`src/rtl/dff_delay_line_pkg.sv`:
```
// Shared types and helpers for the configurable delay line.
package dff_delay_line_pkg;

  // Per-edge operating mode of the whole chain.
  typedef enum logic [1:0] {
    MODE_SHIFT    = 2'b00,
    MODE_LOAD_ALL = 2'b01,
    MODE_ROTATE   = 2'b10,
    MODE_HOLD     = 2'b11
  } mode_e;

  // Bits needed to hold a fill count from 0 up to and including depth.
  function automatic int count_width(input int depth);
    return $clog2(depth + 1);
  endfunction

endpackage

```
`src/rtl/dff_stage.sv`:
```
// One stage of the delay line: a data word plus its valid flag.
// The next value is chosen by the parent, so the stage only knows
// reset, clear and enable.
module dff_stage #(
  parameter int WIDTH = 8
) (
  input  logic             clk,
  input  logic             reset,
  input  logic             en,
  input  logic             clr,
  input  logic [WIDTH-1:0] d_next,
  input  logic             v_next,
  output logic [WIDTH-1:0] data,
  output logic             vld
);

  // Async clear on reset low, then sync clear, then enabled load.
  always_ff @(posedge clk or negedge reset) begin
    if (!reset) begin
      data <= '0;
      vld  <= 1'b0;
    end else if (clr) begin
      data <= '0;
      vld  <= 1'b0;
    end else if (en) begin
      data <= d_next;
      vld  <= v_next;
    end
  end

endmodule

```
`src/rtl/dff_delay_line.sv`:
```
// WIDTH x DEPTH register chain with per-stage valid, shift / load-all /
// rotate / hold modes, enable, synchronous clear and a fill counter.
//
// Flow control: valid_in only qualifies D; there is no ready. Every
// enabled SHIFT edge moves the chain whether or not entries are valid,
// so a bubble (valid_in=0) travels down the chain like any other entry.
module dff_delay_line
  import dff_delay_line_pkg::*;
#(
  parameter int WIDTH = 8,
  parameter int DEPTH = 4
) (
  input  logic                       clk,
  input  logic                       reset,
  input  logic                       en,
  input  logic                       clr,
  input  logic [1:0]                 mode,
  input  logic [WIDTH-1:0]           D,
  input  logic                       valid_in,
  output logic [WIDTH-1:0]           Q,
  output logic [WIDTH-1:0]           Qbar,
  output logic                       valid_out,
  output logic [$clog2(DEPTH+1)-1:0] count,
  output logic                       full
);

  localparam int CW = count_width(DEPTH);

  mode_e            mode_s;
  logic             stage_en;
  logic [WIDTH-1:0] data_q [DEPTH];
  logic             vld_q  [DEPTH];
  logic [WIDTH-1:0] d_next [DEPTH];
  logic             v_next [DEPTH];
  logic [CW-1:0]    count_q;

  assign mode_s = mode_e'(mode);

  // HOLD behaves exactly like en=0, so fold it into the stage enable.
  assign stage_en = en && (mode_s != MODE_HOLD);

  // Next value of every stage: stage 0 takes D (shift) or the tail
  // (rotate); the others take their upstream neighbour; load-all
  // broadcasts D. With DEPTH=1 rotate feeds the stage back to itself.
  always_comb begin
    for (int i = 0; i < DEPTH; i++) begin
      d_next[i] = D;
      v_next[i] = valid_in;
    end
    if (mode_s != MODE_LOAD_ALL) begin
      if (mode_s == MODE_ROTATE) begin
        d_next[0] = data_q[DEPTH-1];
        v_next[0] = vld_q[DEPTH-1];
      end
      for (int i = 1; i < DEPTH; i++) begin
        d_next[i] = data_q[i-1];
        v_next[i] = vld_q[i-1];
      end
    end
  end

  for (genvar g = 0; g < DEPTH; g++) begin : g_stage
    dff_stage #(.WIDTH(WIDTH)) u_stage (
      .clk    (clk),
      .reset  (reset),
      .en     (stage_en),
      .clr    (clr),
      .d_next (d_next[g]),
      .v_next (v_next[g]),
      .data   (data_q[g]),
      .vld    (vld_q[g])
    );
  end

  // Fill counter tracks entries in minus entries out; rotate keeps all
  // entries in the chain so the count is left alone.
  always_ff @(posedge clk or negedge reset) begin
    if (!reset) begin
      count_q <= '0;
    end else if (clr) begin
      count_q <= '0;
    end else if (en) begin
      case (mode_s)
        MODE_SHIFT:    count_q <= count_q + CW'(valid_in) - CW'(vld_q[DEPTH-1]);
        MODE_LOAD_ALL: count_q <= valid_in ? CW'(DEPTH) : '0;
        default:       count_q <= count_q;
      endcase
    end
  end

  assign Q         = data_q[DEPTH-1];
  assign Qbar      = ~Q;
  assign valid_out = vld_q[DEPTH-1];
  assign count     = count_q;
  assign full      = (count_q == CW'(DEPTH));

endmodule

```
`config.mk`:
```
export PLATFORM = sky130hd
export DESIGN_NAME = dff_delay_line
export DESIGN_NICKNAME = d
export VERILOG_FILES = /design/src/rtl/dff_delay_line_pkg.sv /design/src/rtl/dff_stage.sv /design/src/rtl/dff_delay_line.sv
export SDC_FILE = /design/constraint.sdc
export NUM_CORES = 1
export LEC_CHECK = 0
export CAP_MARGIN = 25
export CORE_MARGIN = 2
export CORE_UTILIZATION = 56
export DETAILED_ROUTE_END_ITERATION = 7
export GPL_TIMING_DRIVEN = 1
export PLACE_DENSITY_LB_ADDON = 0.05
export SLEW_MARGIN = 20
export SYNTH_ARGS = -nofsm -noshare
export SYNTH_HDL_FRONTEND = slang
export SYNTH_SLANG_ARGS = --single-unit
```
`constraint.sdc`:
```
create_clock -name clk -period 5.5 [get_ports clk]
set_clock_uncertainty 0.2 [all_clocks]
set_input_delay 0.825 -clock clk [delete_from_list [all_inputs] [get_ports clk]]
set_output_delay 0.825 -clock clk [all_outputs]
set_load 0.1 [all_outputs]
```
==> impl_metrics.env, run 1 <==
export IMPL_wl_per_cell_um=16.3
export IMPL_synth_top_area_frac=0.499
export IMPL_vias_per_cell=5.89
export IMPL_cts_clk_slew_worst_paths_ns=0.12
export IMPL_min_period_ns=3.17
export IMPL_avgSynthCellArea_um2=11.3
export IMPL_ys_seq_area_frac=0.499
export IMPL_hold_viol_final=0
export IMPL_io_pins=36
export IMPL_slew_headroom=0.302
export IMPL_vias=1438
export IMPL_critPathBufInv=1
export IMPL_r2r_end="count[2]$_DFFE_PN0P_"
export IMPL_reg2reg_slack_ns=3.23
export IMPL_worst_slew_pin_slew_ns=1.05
export IMPL_synth_area_top_cells="dfrtp_1 50%, o2bb2ai_1 16%, a21oi_1 7.4%"
export IMPL_htree_num_levels=2
export IMPL_cts_setup_buffers=0
export IMPL_grt_ovfl_total=0
export IMPL_drive_gt1_frac=0.0707
export IMPL_setup_viol=0
export IMPL_min_period_over_period=0.576
export IMPL_ctsLongestPathBuffers=2
export IMPL_crit_path_max_fanout=5
export IMPL_synth_area_um2=1950
export IMPL_core_um2=3340
export IMPL_grt_max_degree=40
export IMPL_layout_nets=215
export IMPL_synth_seq_cells=39
export IMPL_final_max_slew_violation_count=0
export IMPL_critPathKind="reg -> out"
export IMPL_max_freq_mhz=316
export IMPL_tritoncts="done"
export IMPL_die_h_um=63.1
export IMPL_dieWidth_um=63.1
export IMPL_layout_common_cells="39 x dfrtp_1, 36 x o2bb2ai_1, 34 x clkdlybuf4s50_1"
export IMPL_initial_core_util=0.586
export IMPL_insertion_delay_ns=0.34
export IMPL_worstReg2RegStart="g_stage[3].u_stage.vld$_DFFE_PN0P_"
export IMPL_root_buffer="clkbuf_4"
export IMPL_drc=0
export IMPL_drt_wl_total_mm=3.97
export IMPL_synthesis_nets=191
export IMPL_hold_class="reg -> reg"
export IMPL_dr_pass1_iters=4
export IMPL_hpwl_mm=2.63
export IMPL_io_buffers=35
export IMPL_p_per_area_nw_per_um2=268
export IMPL_cts_sinks=39
export IMPL_cap_violations=0
export IMPL_hold_depth=1
export IMPL_numCtsBuffers=5
export IMPL_p_leak_nw=0.982
export IMPL_synth_distinct_cells=24
export IMPL_drt_iter0_drc=133
export IMPL_cts_hold_buf=0
export IMPL_antenna_left=0
export IMPL_holdPathEnd="g_stage[2].u_stage.data[3]$_DFFE_PN0P_"
export IMPL_setup_worst_path_end_class="output port"
export IMPL_antenna_cells=0
export IMPL_start_kind="flop"
export IMPL_grt_pass1_wl_mm=7.05
export IMPL_grt_usage=0.226
export IMPL_min_from="g_stage[2].u_stage.data[3]$_DFFE_PN0P_"
export IMPL_yosys_warnings=0
export IMPL_antenna_found_initial=0
export IMPL_synth_top_area_cell="dfrtp_1"
export IMPL_die_area_um2=3980
export IMPL_critPathSlowestCell="clkdlybuf4s50_1"
export IMPL_rows=21
export IMPL_critPathTopFamily="buffers and inverters"
export IMPL_postCtsResizedCells=0
export IMPL_cp_required_ns=4.47
export IMPL_synth_cells=173
export IMPL_setup_tns_ns=0
export IMPL_crit_arrival_ns=2.14
export IMPL_ir_worst_vdd_mv=0.133
export IMPL_rsz0062_at_grt="no"
export IMPL_slowest_delay_ns=1.16
export IMPL_final_cells=244
export IMPL_cp_cell_sequence="nor3b_1, clkdlybuf4s50_1"
export IMPL_place_congestion=0.786
export IMPL_status="completed"
export IMPL_rr_worst_depth=8
export IMPL_fillers=257
export IMPL_dp_cells=235
export IMPL_final_common_cell="dfrtp_1"
export IMPL_first_global_vias=1465
export IMPL_syn_to_final_growth_pct=19.0
## Yosys cell counts
cell type   n
o2bb2ai_1  36
inv_1      11
nor2b_1     2
buf_2       7
buf_6       3
and3b_1     9
ha_1        2
nor3_1      1
dfrtp_1    39
fa_1        1
nor2_1      1
a221oi_1    1
nand2_1     2
nand2b_1    3
nor2_2      1
buf_4       9
nand3b_1    1
a21boi_2    1
mux2i_1     9
xor3_1      1
nor3b_1     1
or3_1       1
a21oi_1    29
clkbuf_1    2
## worst max path at each step
stage	end	slack, ns	cells after the start	startpoint
global route	full	2.22	2	count[1]$_DFFE_PN0P_
finish	full	2.33	2	count[1]$_DFFE_PN0P_
floorplan	full	1.22	1	count[2]$_DFFE_PN0P_
global placement	g_stage[0].u_stage.data[5]$_DFFE_PN0P_	2.37	4	mode[1]
detailed placement	g_stage[0].u_stage.data[5]$_DFFE_PN0P_	2.29	4	mode[1]
CTS	full	2.30	2	count[1]$_DFFE_PN0P_
## report_power, final
| part | switching, W | total [W] | internal [W] |
|---|---|---|---|
| Sequential | 0.00000811 | 0.000306 | 0.000297 |
| Clock | 0.0000943 | 0.000202 | 0.000107 |
| Combinational | 0.0000784 | 0.000116 | 0.0000371 |
## layer usage
metal / up-vias / wire length (um) / GRT usage
li1: 672 / - / -
met4: 0 / 46 / 0.0778
met1: 727 / 1830 / 0.308
met2: 32 / 1920 / 0.348
met3: 7 / 171 / 0.0607
met5: - / 0 / 0
## registers in the layout, indices dropped and copies added, names as in the netlist
signal	count
g_stage.u_stage.data	32
g_stage.u_stage.vld	4
count	3
## worst reg2reg max path, stage by stage, from the launching register on
cell	delay, ns
dfrtp_1	0.44
ha_1	0.31
inv_1	0.06
ha_1	0.14
inv_1	0.05
fa_1	0.37
xor3_1	0.20
a221oi_1	0.29
nor3_1	0.09
## cells by family after synthesis
family	count (synthesis)	share of synthesized area
AO/OA/AOI/OAI	67	0.246
flip-flops	39	0.499
buffers and inverters	32	0.0947
AND/OR/NAND/NOR	22	0.0788
multiplexers	9	0.0461
adder cells (fa/ha/maj)	3	0.0230
XOR/XNOR	1	0.0122
## stage by stage
stage / hold slack (ns) / setup slack, ns / total power, W / util / cell area (um^2)
after CTS: 0.307 / 2.30 / 0.000627 / 0.694 / 2310
after global routing: 0.327 / 2.22 / 0.000653 / 0.697 / 2330
after global placement: 0.271 / 2.37 / 0.000422 / 0.668 / 2230
final: 0.301 / 2.33 / 0.000623 / 0.697 / 2330
after floorplan: 0.256 / 1.22 / 0.000394 / - / 1950
after detailed placement: 0.274 / 2.29 / 0.000426 / 0.668 / 2230
## final cells by class
cell class                 count  area [um^2]  area share
clock inverter                 2         35.0      0.0151
multi-input combinational    102          793       0.341
tap                           46         57.6      0.0247
timing repair buffer          38          372       0.160
clock buffer                   6         51.3      0.0221
inverter                      11         41.3      0.0178
sequential                    39          976       0.420
(Power assumes the default switching activity.)
==> inputs of run 2 (changes only) <==
--- a/config.mk
+++ b/config.mk
@@ -7,7 +7,7 @@
 export LEC_CHECK = 0
 export CAP_MARGIN = 25
 export CORE_MARGIN = 2
-export CORE_UTILIZATION = 56
+export CORE_UTILIZATION = 47
 export DETAILED_ROUTE_END_ITERATION = 7
 export GPL_TIMING_DRIVEN = 1
 export PLACE_DENSITY_LB_ADDON = 0.05
==> constraint.sdc (replaced) <==
create_clock -name clk -period 2.7 [get_ports clk]
set_clock_uncertainty 0.2 [all_clocks]
set_input_delay 0.405 -clock clk [delete_from_list [all_inputs] [get_ports clk]]
set_output_delay 0.405 -clock clk [all_outputs]
set_load 0.1 [all_outputs]
==> impl_metrics.env, run 2 (synthesis gave the netlist of run 1 again) <==
export IMPL_p_per_area_nw_per_um2=600
export IMPL_fillers=344
export IMPL_antenna_left=0
export IMPL_grt_max_degree=40
export IMPL_vias_per_cell=5.61
export IMPL_start_kind="flop"
export IMPL_critPathBufInv=3
export IMPL_final_max_slew_violation_count=0
export IMPL_die_area_um2=4690
export IMPL_dr_pass1_iters=4
export IMPL_ir_worst_vdd_mv=0.344
export IMPL_max_freq_mhz=452
export IMPL_cts_setup_buffers=0
export IMPL_critPathSlowestCell="dfrtp_2"
export IMPL_core_um2=4000
export IMPL_dpl_instance_area_um2=2250
export IMPL_worst_slew_pin_slew_ns=0.876
export IMPL_slowest_delay_ns=0.41
export IMPL_initial_core_util=0.489
export IMPL_critPathTopFamily="adder cells"
export IMPL_syn_to_final_growth_pct=22.2
export IMPL_cts_sinks=39
export IMPL_dieWidth_um=68.5
export IMPL_numCtsBuffers=5
export IMPL_setup_worst_path_end_class="flop"
export IMPL_antenna_found_initial=0
export IMPL_layout_common_cells="37 x dfrtp_1, 36 x o2bb2ai_1, 31 x buf_4"
export IMPL_hold_class="in -> async"
export IMPL_min_period_over_period=0.819
export IMPL_whs_ns=0.0288
export IMPL_die_h_um=68.5
export IMPL_wl_per_cell_um=15.5
export IMPL_io_buffers=35
export IMPL_largest_reg_flops=32
export IMPL_place_congestion=0.788
export IMPL_layout_nets=222
export IMPL_cts_clk_slew_worst_paths_ns=0.08
export IMPL_hold_viol_final=0
export IMPL_drive_gt1_frac=0.215
export IMPL_rr_worst_depth=9
export IMPL_crit_cells=9
export IMPL_root_buffer="clkbuf_8"
export IMPL_slew_headroom=0.416
export IMPL_first_global_vias=1386
export IMPL_antenna_cells=0
export IMPL_grt_usage=0.190
export IMPL_cp_required_ns=2.67
export IMPL_min_period_ns=2.21
export IMPL_ctsLongestPathBuffers=2
export IMPL_cts_hold_buf=0
export IMPL_rsz0062_at_grt="no"
export IMPL_cp_cell_sequence="inv_1, ha_1, inv_1, ha_1, inv_1, fa_1, xor3_1, a221oi_1, nor3_1"
export IMPL_setup_tns_ns=0
export IMPL_setup_viol=0
export IMPL_grt_pass1_wl_mm=6.48
export IMPL_crit_arrival_ns=2.18
export IMPL_hpwl_mm=2.71
export IMPL_status="completed"
export IMPL_p_leak_nw=1.05
export IMPL_htree_num_levels=2
export IMPL_io_pins=36
export IMPL_insertion_delay_ns=0.29
export IMPL_setup_ws_ns=0.489
export IMPL_dp_cells=247
export IMPL_tritoncts="done"
export IMPL_vias=1430
export IMPL_postCtsResizedCells=0
export IMPL_crit_top_cell="inv_1"
export IMPL_regMostFlops="g_stage.u_stage.data"
export IMPL_critPathKind="reg -> reg"
export IMPL_drt_wl_total_mm=3.95
export IMPL_final_cell_area_um2=2390
export IMPL_final_common_cell="dfrtp_1"
export IMPL_drt_iter0_drc=104
export IMPL_dp_slack_ns=0.267
export IMPL_grt_ovfl_total=0
export IMPL_final_cells=255
export IMPL_crit_path_max_fanout=4
export IMPL_drc=0
export IMPL_cap_violations=0
export IMPL_rows=23
-- run 2: worst reg2reg max path: stages, from the launching register on --
cell and delay [ns]:
dfrtp_2 0.41, inv_1 0.05, ha_1 0.27, inv_1 0.06, ha_1 0.13, inv_1 0.05
fa_1 0.37, xor3_1 0.20, a221oi_1 0.29, nor3_1 0.08
-- run 2: stage by stage --
| step | utilization | total power (W) |
|---|---|---|
| after detailed placement | 0.564 | 0.000876 |
| after global routing | 0.597 | 0.00149 |
| after floorplan | - | 0.000804 |
| after global placement | 0.564 | 0.000870 |
| after CTS | 0.597 | 0.00145 |
| final | 0.597 | 0.00143 |
-- run 2: worst paths after layout --
check	start	end	slack, ns
min	reset	g_stage[3].u_stage.data[2]$_DFFE_PN0P_	0.03
max	count[0]$_DFFE_PN0P_	count[2]$_DFFE_PN0P_	0.49
max in group asynchronous	reset	g_stage[3].u_stage.vld$_DFFE_PN0P_	1.66
max reg2reg	count[0]$_DFFE_PN0P_	count[2]$_DFFE_PN0P_	0.49
min in group clk	g_stage[1].u_stage.data[3]$_DFFE_PN0P_	g_stage[1].u_stage.data[3]$_DFFE_PN0P_	0.29
min reg2reg	g_stage[1].u_stage.data[3]$_DFFE_PN0P_	g_stage[1].u_stage.data[3]$_DFFE_PN0P_	0.29
-- run 2: where the power goes --
group / total (W) / switching, W / leakage (nW) / internal [W]
Combinational: 0.000240 / 0.000161 / 0.457 / 0.0000788
Clock: 0.000572 / 0.000202 / 0.0654 / 0.000369
Sequential: 0.000622 / 0.0000160 / 0.532 / 0.000606
Total: 0.00143 / 0.000379 / 1.05 / 0.00105
-- run 2: area by class of cell --
class                           instances  area [um^2]  share of cell area
Sequential cell                        39          978               0.410
Multi-Input combinational cell        102          805               0.337
Timing Repair Buffer                   45          368               0.154
Clock buffer                            6         72.6              0.0304
Tap cell                               50         62.6              0.0262
Clock inverter                          2         60.1              0.0252
Inverter                               11         41.3              0.0173
-- run 2: layer usage --
| layer | part of all wire | GRT usage | vias to the layer above |
|---|---|---|---|
| li1 | - | - | 691 |
| met1 | 0.48 | 0.256 | 701 |
| met2 | 0.47 | 0.299 | 32 |
| met3 | 0.037 | 0.0395 | 6 |
| met4 | 0.015 | 0.0750 | 0 |
| met5 | 0 | 0 | - |
==> inputs of run 3 (changes only) <==
==> constraint.sdc (replaced) <==
create_clock -name clk -period 1.92 [get_ports clk]
set_clock_uncertainty 0.2 [all_clocks]
set_input_delay 0.288 -clock clk [delete_from_list [all_inputs] [get_ports clk]]
set_output_delay 0.288 -clock clk [all_outputs]
set_load 0.1 [all_outputs]
==> impl_metrics.env, run 3 (synthesis gave the netlist of run 1 again) <==
export IMPL_first_global_vias=1482
export IMPL_ctsLongestPathBuffers=2
export IMPL_critPathSlowestCell="dfrtp_4"
export IMPL_grt_ovfl_total=0
export IMPL_fillers=311
export IMPL_cts_setup_buffers=0
export IMPL_cp_cell_sequence="ha_4, inv_2, ha_4, inv_2, fa_2, or3_1, a21oi_1"
export IMPL_initial_core_util=0.489
export IMPL_pwr_share_clk=0.362
export IMPL_switching_share=0.282
export IMPL_rsz0062_at_grt="yes"
export IMPL_core_um2=4000
export IMPL_vias_per_cell=5.64
export IMPL_place_congestion=0.778
export IMPL_start_kind="flop"
export IMPL_rows=23
export IMPL_p_per_area_nw_per_um2=728
export IMPL_io_buffers=35
export IMPL_setup_worst_path_end_class="flop"
export IMPL_p_sw_w=0.000569
export IMPL_status="finished, violations left"
export IMPL_min_period_ns=2.10
export IMPL_setup_viol=2
export IMPL_ir_worst_vdd_mv=0.432
export IMPL_cap_violations=0
export IMPL_layout_nets=232
export IMPL_final_max_slew_violation_count=0
export IMPL_insertion_delay_ns=0.29
export IMPL_slowest_delay_ns=0.49
export IMPL_reg2reg_slack_ns=-0.18
export IMPL_htree_num_levels=2
export IMPL_drive_gt1_frac=0.288
export IMPL_antenna_found_initial=0
export IMPL_numCtsBuffers=5
export IMPL_multiInputGateArea_um2=838
export IMPL_die_area_um2=4690
export IMPL_cts_sinks=39
export IMPL_antenna_left=0
export IMPL_syn_to_final_growth_pct=41.7
export IMPL_violations="negative setup slack"
export IMPL_dr_pass1_iters=4
export IMPL_slew_headroom=0.703
export IMPL_vias=1495
export IMPL_drt_wl_total_mm=4.26
export IMPL_drc=0
export IMPL_antenna_cells=0
export IMPL_io_pins=36
export IMPL_max_freq_mhz=475
export IMPL_critPathKind="reg -> reg"
export IMPL_grt_pass1_wl_mm=7.25
export IMPL_hold_viol_final=0
export IMPL_wl_per_cell_um=16.1
export IMPL_grt_usage=0.211
export IMPL_seqPwrFrac=0.436
export IMPL_crit_arrival_ns=2.12
export IMPL_dieWidth_um=68.5
export IMPL_die_h_um=68.5
export IMPL_p_int_w=0.00145
export IMPL_hpwl_mm=3.20
export IMPL_layout_common_cells="36 x o2bb2ai_1, 36 x dfrtp_1, 29 x a21oi_1"
export IMPL_tritoncts="done"
export IMPL_crit_path_max_fanout=2
export IMPL_seqCellArea_um2=985
export IMPL_p_leak_nw=1.19
export IMPL_largest_reg_flops=32
export IMPL_min_period_over_period=1.10
export IMPL_root_buffer="clkbuf_8"
export IMPL_whs_ns=0.261
export IMPL_p_total_w=0.00201
export IMPL_grt_max_degree=21
export IMPL_cts_clk_slew_worst_paths_ns=0.08
export IMPL_drt_iter0_drc=81
export IMPL_worst_slew_pin_slew_ns=0.445
export IMPL_hold_class="in -> async"
export IMPL_setup_ws_ns=-0.184
export IMPL_cp_required_ns=1.93
export IMPL_regMostFlops="g_stage.u_stage.data"
export IMPL_rr_worst_depth=7
export IMPL_p_comb_frac=0.202
-- run 3: cell types whose count changed in the layout (fill, tap and decap cells not counted), moves of 2 or more --
cell | previous run | this run
ha_1 | 2 | 0
buf_4 | 31 | 18
inv_1 | 11 | 8
inv_2 | 0 | 3
ha_4 | 0 | 2
buf_12 | 0 | 22
dfrtp_4 | 0 | 2
-- run 3: through the flow --
stage                     instance area (um^2)  setup slack (ns)  setup TNS (ns)  cells  utilization
final                                     2770            -0.184          -0.331    265        0.692
after global routing                      2770            -0.249          -0.476    265        0.692
after CTS                                 2770            -0.210          -0.394    265        0.692
after detailed placement                  2640            -0.275          -0.535    256        0.659
after global placement                    2640            -0.232          -0.459    256        0.659
after floorplan                           2010            -0.359           -1.04    173            -
-- run 3: layout make-up --
type                    instances  area share
clock buffers                   6      0.0298
flip-flops and latches         39       0.356
well taps                      50      0.0226
repair buffers                 55       0.260
clock inverters                 2      0.0140
inverters                      11      0.0149
multi-input cells             102       0.303
-- run 3: routing by layer --
metal,vias up,GRT usage,wire (um)
met5,-,0,0
met4,0,0.0700,43
met3,7,0.0609,203
met2,41,0.317,2010
met1,741,0.292,2010
li1,706,-,-
-- run 3: power by group through the flow --
stage / Clock [W] / Sequential [W] / Combinational [W]
after floorplan: 0 / 0.000908 / 0.000229
after global placement: 0 / 0.000893 / 0.000399
after detailed placement: 0 / 0.000895 / 0.000409
after CTS: 0.000739 / 0.000879 / 0.000411
after global routing: 0.000782 / 0.000884 / 0.000435
final: 0.000729 / 0.000879 / 0.000407
-- run 3: repair_timing --
item	CTS	global route
hold buffers	1	0
endpoints found under the hold margin	19	0
resized for setup	1	0
endpoints found under the setup margin	2	2
pin swaps	4	2
-- run 3: worst max-delay path: cells and delay by family (launching register included) --
family | cells | cell delay, ns
adders and majority gates | 3 | 0.82
DFF | 1 | 0.49
and+or+nand+nor | 1 | 0.31
AOI/OAI and AO/OA | 1 | 0.12
buffers and inverters | 2 | 0.08
-- run 3: path summary, 6_finish.rpt --
check | startpoint | to
max | g_stage[3].u_stage.vld$_DFFE_PN0P_ | count[1]$_DFFE_PN0P_
min | reset | g_stage[0].u_stage.data[6]$_DFFE_PN0P_
max reg2reg | g_stage[3].u_stage.vld$_DFFE_PN0P_ | count[1]$_DFFE_PN0P_
min reg2reg | g_stage[2].u_stage.data[0]$_DFFE_PN0P_ | g_stage[2].u_stage.data[0]$_DFFE_PN0P_
max in group asynchronous | reset | g_stage[2].u_stage.data[4]$_DFFE_PN0P_
min in group clk | g_stage[2].u_stage.data[0]$_DFFE_PN0P_ | g_stage[2].u_stage.data[0]$_DFFE_PN0P_
